File: config.mk
export PLATFORM = sky130hd
export DESIGN_NAME = logic_seq32
export DESIGN_NICKNAME = d
export VERILOG_FILES = /design/src/rtl/logic_seq32.sv
export SDC_FILE = /design/constraint.sdc
export NUM_CORES = 1
export LEC_CHECK = 0
export CORE_UTILIZATION = 25
export DETAILED_ROUTE_END_ITERATION = 16
export SETUP_SLACK_MARGIN = 0.15
export SLEW_MARGIN = 15
export SYNTH_ARGS = -nofsm -noshare
export SYNTH_HDL_FRONTEND = slang
export SYNTH_SLANG_ARGS = --single-unit
File: constraint.sdc
create_clock -name clk -period 3.7 [get_ports clk]
set_input_delay 0.555 -clock clk [delete_from_list [all_inputs] [get_ports clk]]
set_output_delay 0.555 -clock clk [all_outputs]
set_load 0.05 [all_outputs]
File: src/rtl/logic_seq32.sv
// Multi-cycle AND/OR/XOR/NOR unit: SLICE bits per cycle, valid/ready on both sides.
// Result and zero flag are registered and held until the consumer takes them.
module logic_seq32 #(
   parameter int WIDTH = 32,
   parameter int SLICE = 8
) (
   input  logic             clk,
   input  logic             reset,
   input  logic             in_valid,
   output logic             in_ready,
   input  logic [WIDTH-1:0] A,
   input  logic [WIDTH-1:0] B,
   input  logic [1:0]       op,
   output logic             out_valid,
   input  logic             out_ready,
   output logic [WIDTH-1:0] R,
   output logic             zero
);

   localparam int NSLICE = WIDTH / SLICE;
   localparam int CW     = (NSLICE > 1) ? $clog2(NSLICE) : 1;
   localparam logic [CW-1:0] LAST = CW'(NSLICE - 1);

   typedef enum logic [1:0] {IDLE, BUSY, DONE} state_t;
   typedef enum logic [1:0] {OP_AND = 2'b00, OP_OR = 2'b01, OP_XOR = 2'b10, OP_NOR = 2'b11} op_t;

   state_t           state;
   logic [CW-1:0]    cnt;
   logic [WIDTH-1:0] acc;
   logic [WIDTH-1:0] acc_next;
   logic [WIDTH-1:0] opa;
   logic [WIDTH-1:0] opb;
   op_t              opc;
   logic [SLICE-1:0] sa;
   logic [SLICE-1:0] sb;
   logic [SLICE-1:0] sr;

   // NOTE: every variable gets a default at the top of always_comb so no path leaves it unassigned (no latch).
   always_comb begin
      sa       = opa[int'(cnt)*SLICE +: SLICE];
      sb       = opb[int'(cnt)*SLICE +: SLICE];
      sr       = '0;
      acc_next = acc;
      case (opc)
         OP_AND:  sr = sa & sb;
         OP_OR:   sr = sa | sb;
         OP_XOR:  sr = sa ^ sb;
         OP_NOR:  sr = ~(sa | sb);
         default: sr = '0;
      endcase
      acc_next[int'(cnt)*SLICE +: SLICE] = sr;
   end

   assign in_ready = (state == IDLE) && !reset;

   // NOTE: operand registers are pure data, only read after an accept loads them, so they carry no reset.
   always_ff @(posedge clk) begin
      if (in_valid && in_ready) begin
         opa <= A;
         opb <= B;
         opc <= op_t'(op);
      end
   end

   // NOTE: sequential state uses non-blocking assignments so every register samples pre-edge values.
   always_ff @(posedge clk) begin
      if (reset) begin
         state     <= IDLE;
         cnt       <= '0;
         acc       <= '0;
         R         <= '0;
         zero      <= 1'b0;
         out_valid <= 1'b0;
      end else begin
         case (state)
            IDLE: begin
               if (in_valid) begin
                  cnt   <= '0;
                  acc   <= '0;
                  state <= BUSY;
               end
            end
            BUSY: begin
               acc <= acc_next;
               if (cnt == LAST) begin
                  R         <= acc_next;
                  zero      <= (acc_next == '0);
                  out_valid <= 1'b1;
                  cnt       <= '0;
                  state     <= DONE;
               end else begin
                  cnt <= cnt + CW'(1);
               end
            end
            DONE: begin
               if (out_ready) begin
                  out_valid <= 1'b0;
                  state     <= IDLE;
               end
            end
            default: state <= IDLE;
         endcase
      end
   end

endmodule

==> impl_metrics.xml <==
<?xml version="1.0" encoding="UTF-8"?>
<metrics>
  <group name="pwr">
    <metric name="power_density" unit="mW/mm^2">478</metric>
    <metric name="power_leakage" unit="nW">2.84</metric>
    <metric name="worst_ir_drop_vdd" unit="mV">0.342</metric>
    <metric name="total_power" unit="W">0.00384</metric>
  </group>
  <group name="grt">
    <metric name="largest_net_degree_at_the_start_of_global_routing" unit="">70</metric>
    <metric name="grt_antenna_before_repair" unit="">0</metric>
    <metric name="gr-total-overflow" unit="">0</metric>
    <metric name="grt_first_pass_wirelength" unit="microns">23400</metric>
    <metric name="grt_pass1_vias" unit="">4343</metric>
    <metric name="grt_use_total" unit="">0.126</metric>
  </group>
  <group name="timing">
    <metric name="setup_violations" unit="">0</metric>
    <metric name="relSlewSlack" unit="">0.451</metric>
    <metric name="tns" unit="ns">0</metric>
    <metric name="grt_setup_unrepaired" unit="">no</metric>
    <metric name="slew_viol_final" unit="">0</metric>
    <metric name="tightest_slew" unit="ns">0.823</metric>
    <metric name="period_minus_slack" unit="ns">3.10</metric>
    <metric name="final.period_utilization" unit="">0.839</metric>
    <metric name="finalClockSkew" unit="ns">0.0106</metric>
    <metric name="final_hold_viol_count" unit="">0</metric>
    <metric name="clock.fmax" unit="GHz">0.322</metric>
  </group>
  <group name="logic_synthesis">
    <metric name="synth_sequential_area_ratio" unit="">0.563</metric>
    <metric name="synth_edf_count" unit="">66</metric>
    <metric name="ys_seq_elements" unit="">136</metric>
    <metric name="post_synth_top_flop" unit="">dfxtp_1</metric>
    <metric name="synth.cell_area" unit="sq mm">0.00601</metric>
    <metric name="synthCells" unit="">531</metric>
    <metric name="mappedNetlistNets" unit="">623</metric>
    <metric name="async_flop_share" unit="">0</metric>
    <metric name="postSynthAreaPerCell" unit="sq um">11.3</metric>
    <metric name="yosysWarningCount" unit="">0</metric>
    <metric name="synthDistinctLibCells" unit="">48</metric>
  </group>
  <group name="floorplan">
    <metric name="core_region_area" unit="sq mm">0.0235</metric>
    <metric name="die-area" unit="sq mm">0.0246</metric>
    <metric name="io-pin-count" unit="">105</metric>
    <metric name="die_height" unit="microns">157</metric>
    <metric name="die_w" unit="microns">157</metric>
    <metric name="placementRows" unit="">56</metric>
    <metric name="initial_utilization" unit="">0.255</metric>
  </group>
  <group name="critical_path">
    <metric name="crit_path_end_kind" unit="">register</metric>
    <metric name="crit-reg2reg-launch" unit="">cnt[0]</metric>
    <metric name="worstSetupPathType" unit="">register to register</metric>
    <metric name="timing.reg2reg.setup_slack" unit="ns">0.60</metric>
    <metric name="timing.critical_path.required" unit="ns">4.07</metric>
    <metric name="critPathArrivalTime" unit="ns">3.47</metric>
    <metric name="cp_max_fo" unit="">24</metric>
    <metric name="worst-r2r-cell-count" unit="">9</metric>
    <metric name="critical_path_start_type" unit="">register</metric>
    <metric name="regToRegEndpoint" unit="">zero</metric>
  </group>
  <group name="placement">
    <metric name="detailedPlacementHpwl" unit="microns">10300</metric>
    <metric name="io_buffer_count" unit="">104</metric>
    <metric name="replace_congestion" unit="">0.870</metric>
    <metric name="cell_total_after_placement" unit="">936</metric>
  </group>
  <group name="clock_network">
    <metric name="worstSkewPairLatency" unit="ns">0.43</metric>
    <metric name="h_tree_lvl_count" unit="">4</metric>
    <metric name="clock_root_cell" unit="">clkbuf_16</metric>
    <metric name="path_clk_slew" unit="ns">0.06</metric>
    <metric name="ctsLongestPathBuffers" unit="">2</metric>
    <metric name="cts-resized-gates" unit="">0</metric>
    <metric name="clkSinkCount" unit="">136</metric>
    <metric name="tritoncts" unit="">built</metric>
    <metric name="cts_buffers" unit="">17</metric>
    <metric name="post_cts_hold_buffer_count" unit="">0</metric>
    <metric name="cts_setup_buffers" unit="">0</metric>
  </group>
  <group name="min_path">
    <metric name="hold_path_end" unit="">R[19]</metric>
    <metric name="min_path_cells" unit="">2</metric>
    <metric name="worstHoldPathType" unit="">register to register</metric>
    <metric name="worst_hold_startpoint" unit="">R[19]</metric>
  </group>
  <group name="drt">
    <metric name="drt.antenna.violating_nets" unit="">0</metric>
    <metric name="route.detailed.vias_per_inst" unit="">4.49</metric>
    <metric name="wl" unit="microns">14600</metric>
    <metric name="avgRoutedWirePerCell" unit="microns">15.1</metric>
    <metric name="detail_route.drc_violations" unit="">0</metric>
    <metric name="route.vias.total" unit="">4343</metric>
    <metric name="detailedRoute.firstPassIterationCount" unit="">5</metric>
    <metric name="detailedRoute.firstIterationViolations" unit="">290</metric>
  </group>
  <group name="finish">
    <metric name="postLayoutCoreUtil" unit="">0.341</metric>
    <metric name="layout.nets" unit="">728</metric>
    <metric name="antenna_diode_count" unit="">0</metric>
    <metric name="layoutNonFillerInstCount" unit="">968</metric>
    <metric name="synthToLayoutAreaGrowth" unit="%">33.7</metric>
    <metric name="fillCellCount" unit="">2412</metric>
    <metric name="fraction_of_layout_instances_using_a_drive_strength_above_1" unit="">0.122</metric>
  </group>
  <group name="outcome">
    <metric name="run_status" unit="">finished, final reports clean</metric>
  </group>
  <group name="run">
    <metric name="drv.max_cap_violation_count" unit="">0</metric>
  </group>
</metrics>
## critical path, cell delays in order (launching register included)
cell     delay (ns)
dfxtp_2        0.42
buf_12         0.22
mux4_2         0.53
inv_1          0.08
ha_1           0.22
mux2_4         0.26
o21ai_0        0.62
a22oi_1        0.15
nor4_1         0.37
a32o_2         0.17
## logic make-up after synthesis
kind of cell    Yosys count  synth area share
flops                   136             0.563
xor+xnor                  8            0.0117
simple gates            162             0.122
fa+ha+maj                22            0.0458
buf+inv                  65            0.0448
compound gates          105             0.120
mux                      33            0.0927
## power breakdown
part | switching (W) | total [W] | internal (W) | leakage (nW)
clock | 0.000667 | 0.00173 | 0.00106 | 0.284
combinational | 0.000252 | 0.000466 | 0.000213 | 1.38
sequential | 0.0000234 | 0.00165 | 0.00163 | 1.18
## per-layer routing
| metal | part of all wire | GRT usage | up-vias |
|---|---|---|---|
| li1 | - | - | 2134 |
| met1 | 0.47 | 0.169 | 2045 |
| met2 | 0.44 | 0.185 | 147 |
| met3 | 0.068 | 0.0344 | 17 |
| met4 | 0.019 | 0.0654 | 0 |
| met5 | 0 | 0 | - |
## worst max-delay path by stage
| stage | startpoint | to | slack, ns | depth (start not counted) |
|---|---|---|---|---|
| 3_3_place_gp | cnt[0] | zero | 0.65 | 9 |
| 2_1_floorplan | reset | opa[0] | 0.43 | 3 |
| 6_report | cnt[0] | zero | 0.60 | 9 |
| 5_1_grt | cnt[0] | zero | 0.45 | 9 |
| 4_1_cts | cnt[0] | zero | 0.62 | 9 |
| 3_5_place_dp | cnt[0] | zero | 0.64 | 9 |
## cell type report
| type | count | area, sq um | area share |
|---|---|---|---|
| clock buffer | 17 | 425 | 0.0530 |
| clock inverter | 15 | 175 | 0.0218 |
| inverter | 33 | 124 | 0.0154 |
| multi-input combinational | 330 | 2360 | 0.294 |
| sequential | 136 | 3380 | 0.421 |
| tap | 319 | 399 | 0.0497 |
| timing repair buffer | 118 | 1170 | 0.145 |
## metrics by stage
stage | hold WS, ns | setup WS (ns) | instance area [sq um]
after floorplan | 0.455 | 0.433 | 6010
after global placement | 0.445 | 0.651 | 7430
after detailed placement | 0.451 | 0.645 | 7430
after CTS | 0.460 | 0.617 | 8030
after global routing | 0.489 | 0.453 | 8030
final | 0.453 | 0.596 | 8030
## cell usage in the layout (no fill, tap or decap), types with 17 or more instances in the layout
cell / count
dfxtp_1: 69
clkdlybuf4s50_1: 103
a22oi_1: 29
inv_1: 33
a21oi_1: 26
nor3_1: 25
edfxtp_1: 66
nor2_1: 96
ha_1: 22
clkbuf_16: 17
## Yosys cell counts, types with 3 or more instances
| master | n | area share |
|---|---|---|
| nor2_1 | 96 | 0.060 |
| dfxtp_1 | 70 | 0.23 |
| edfxtp_1 | 66 | 0.33 |
| inv_1 | 33 | 0.021 |
| a22oi_1 | 29 | 0.036 |
| a21oi_1 | 26 | 0.022 |
| nor3_1 | 25 | 0.021 |
| clkbuf_1 | 22 | 0.014 |
| ha_1 | 22 | 0.046 |
| mux4_2 | 16 | 0.060 |
| nand2_1 | 16 | 0.010 |
| a211oi_1 | 11 | 0.014 |
| mux2i_1 | 11 | 0.018 |
| o21ai_0 | 7 | 0.0058 |
| o22ai_1 | 7 | 0.0073 |
| xor2_1 | 6 | 0.0087 |
| a22o_1 | 5 | 0.0073 |
| buf_2 | 5 | 0.0042 |
| a31oi_1 | 4 | 0.0042 |
| nand2b_1 | 4 | 0.0042 |
| nor4_1 | 4 | 0.0042 |
| o2bb2ai_1 | 4 | 0.0058 |
| mux2_2 | 3 | 0.0056 |
| or2_2 | 3 | 0.0031 |
## state kept, by name, summed over array words and instances (netlist names)
| signal | flops |
|---|---|
| opa | 32 |
| opb | 32 |
| state | 2 |
| R | 32 |
| zero | 1 |
| out_valid | 1 |
| acc | 32 |
| cnt | 2 |
| opc | 2 |
(Power assumes the default switching activity.)
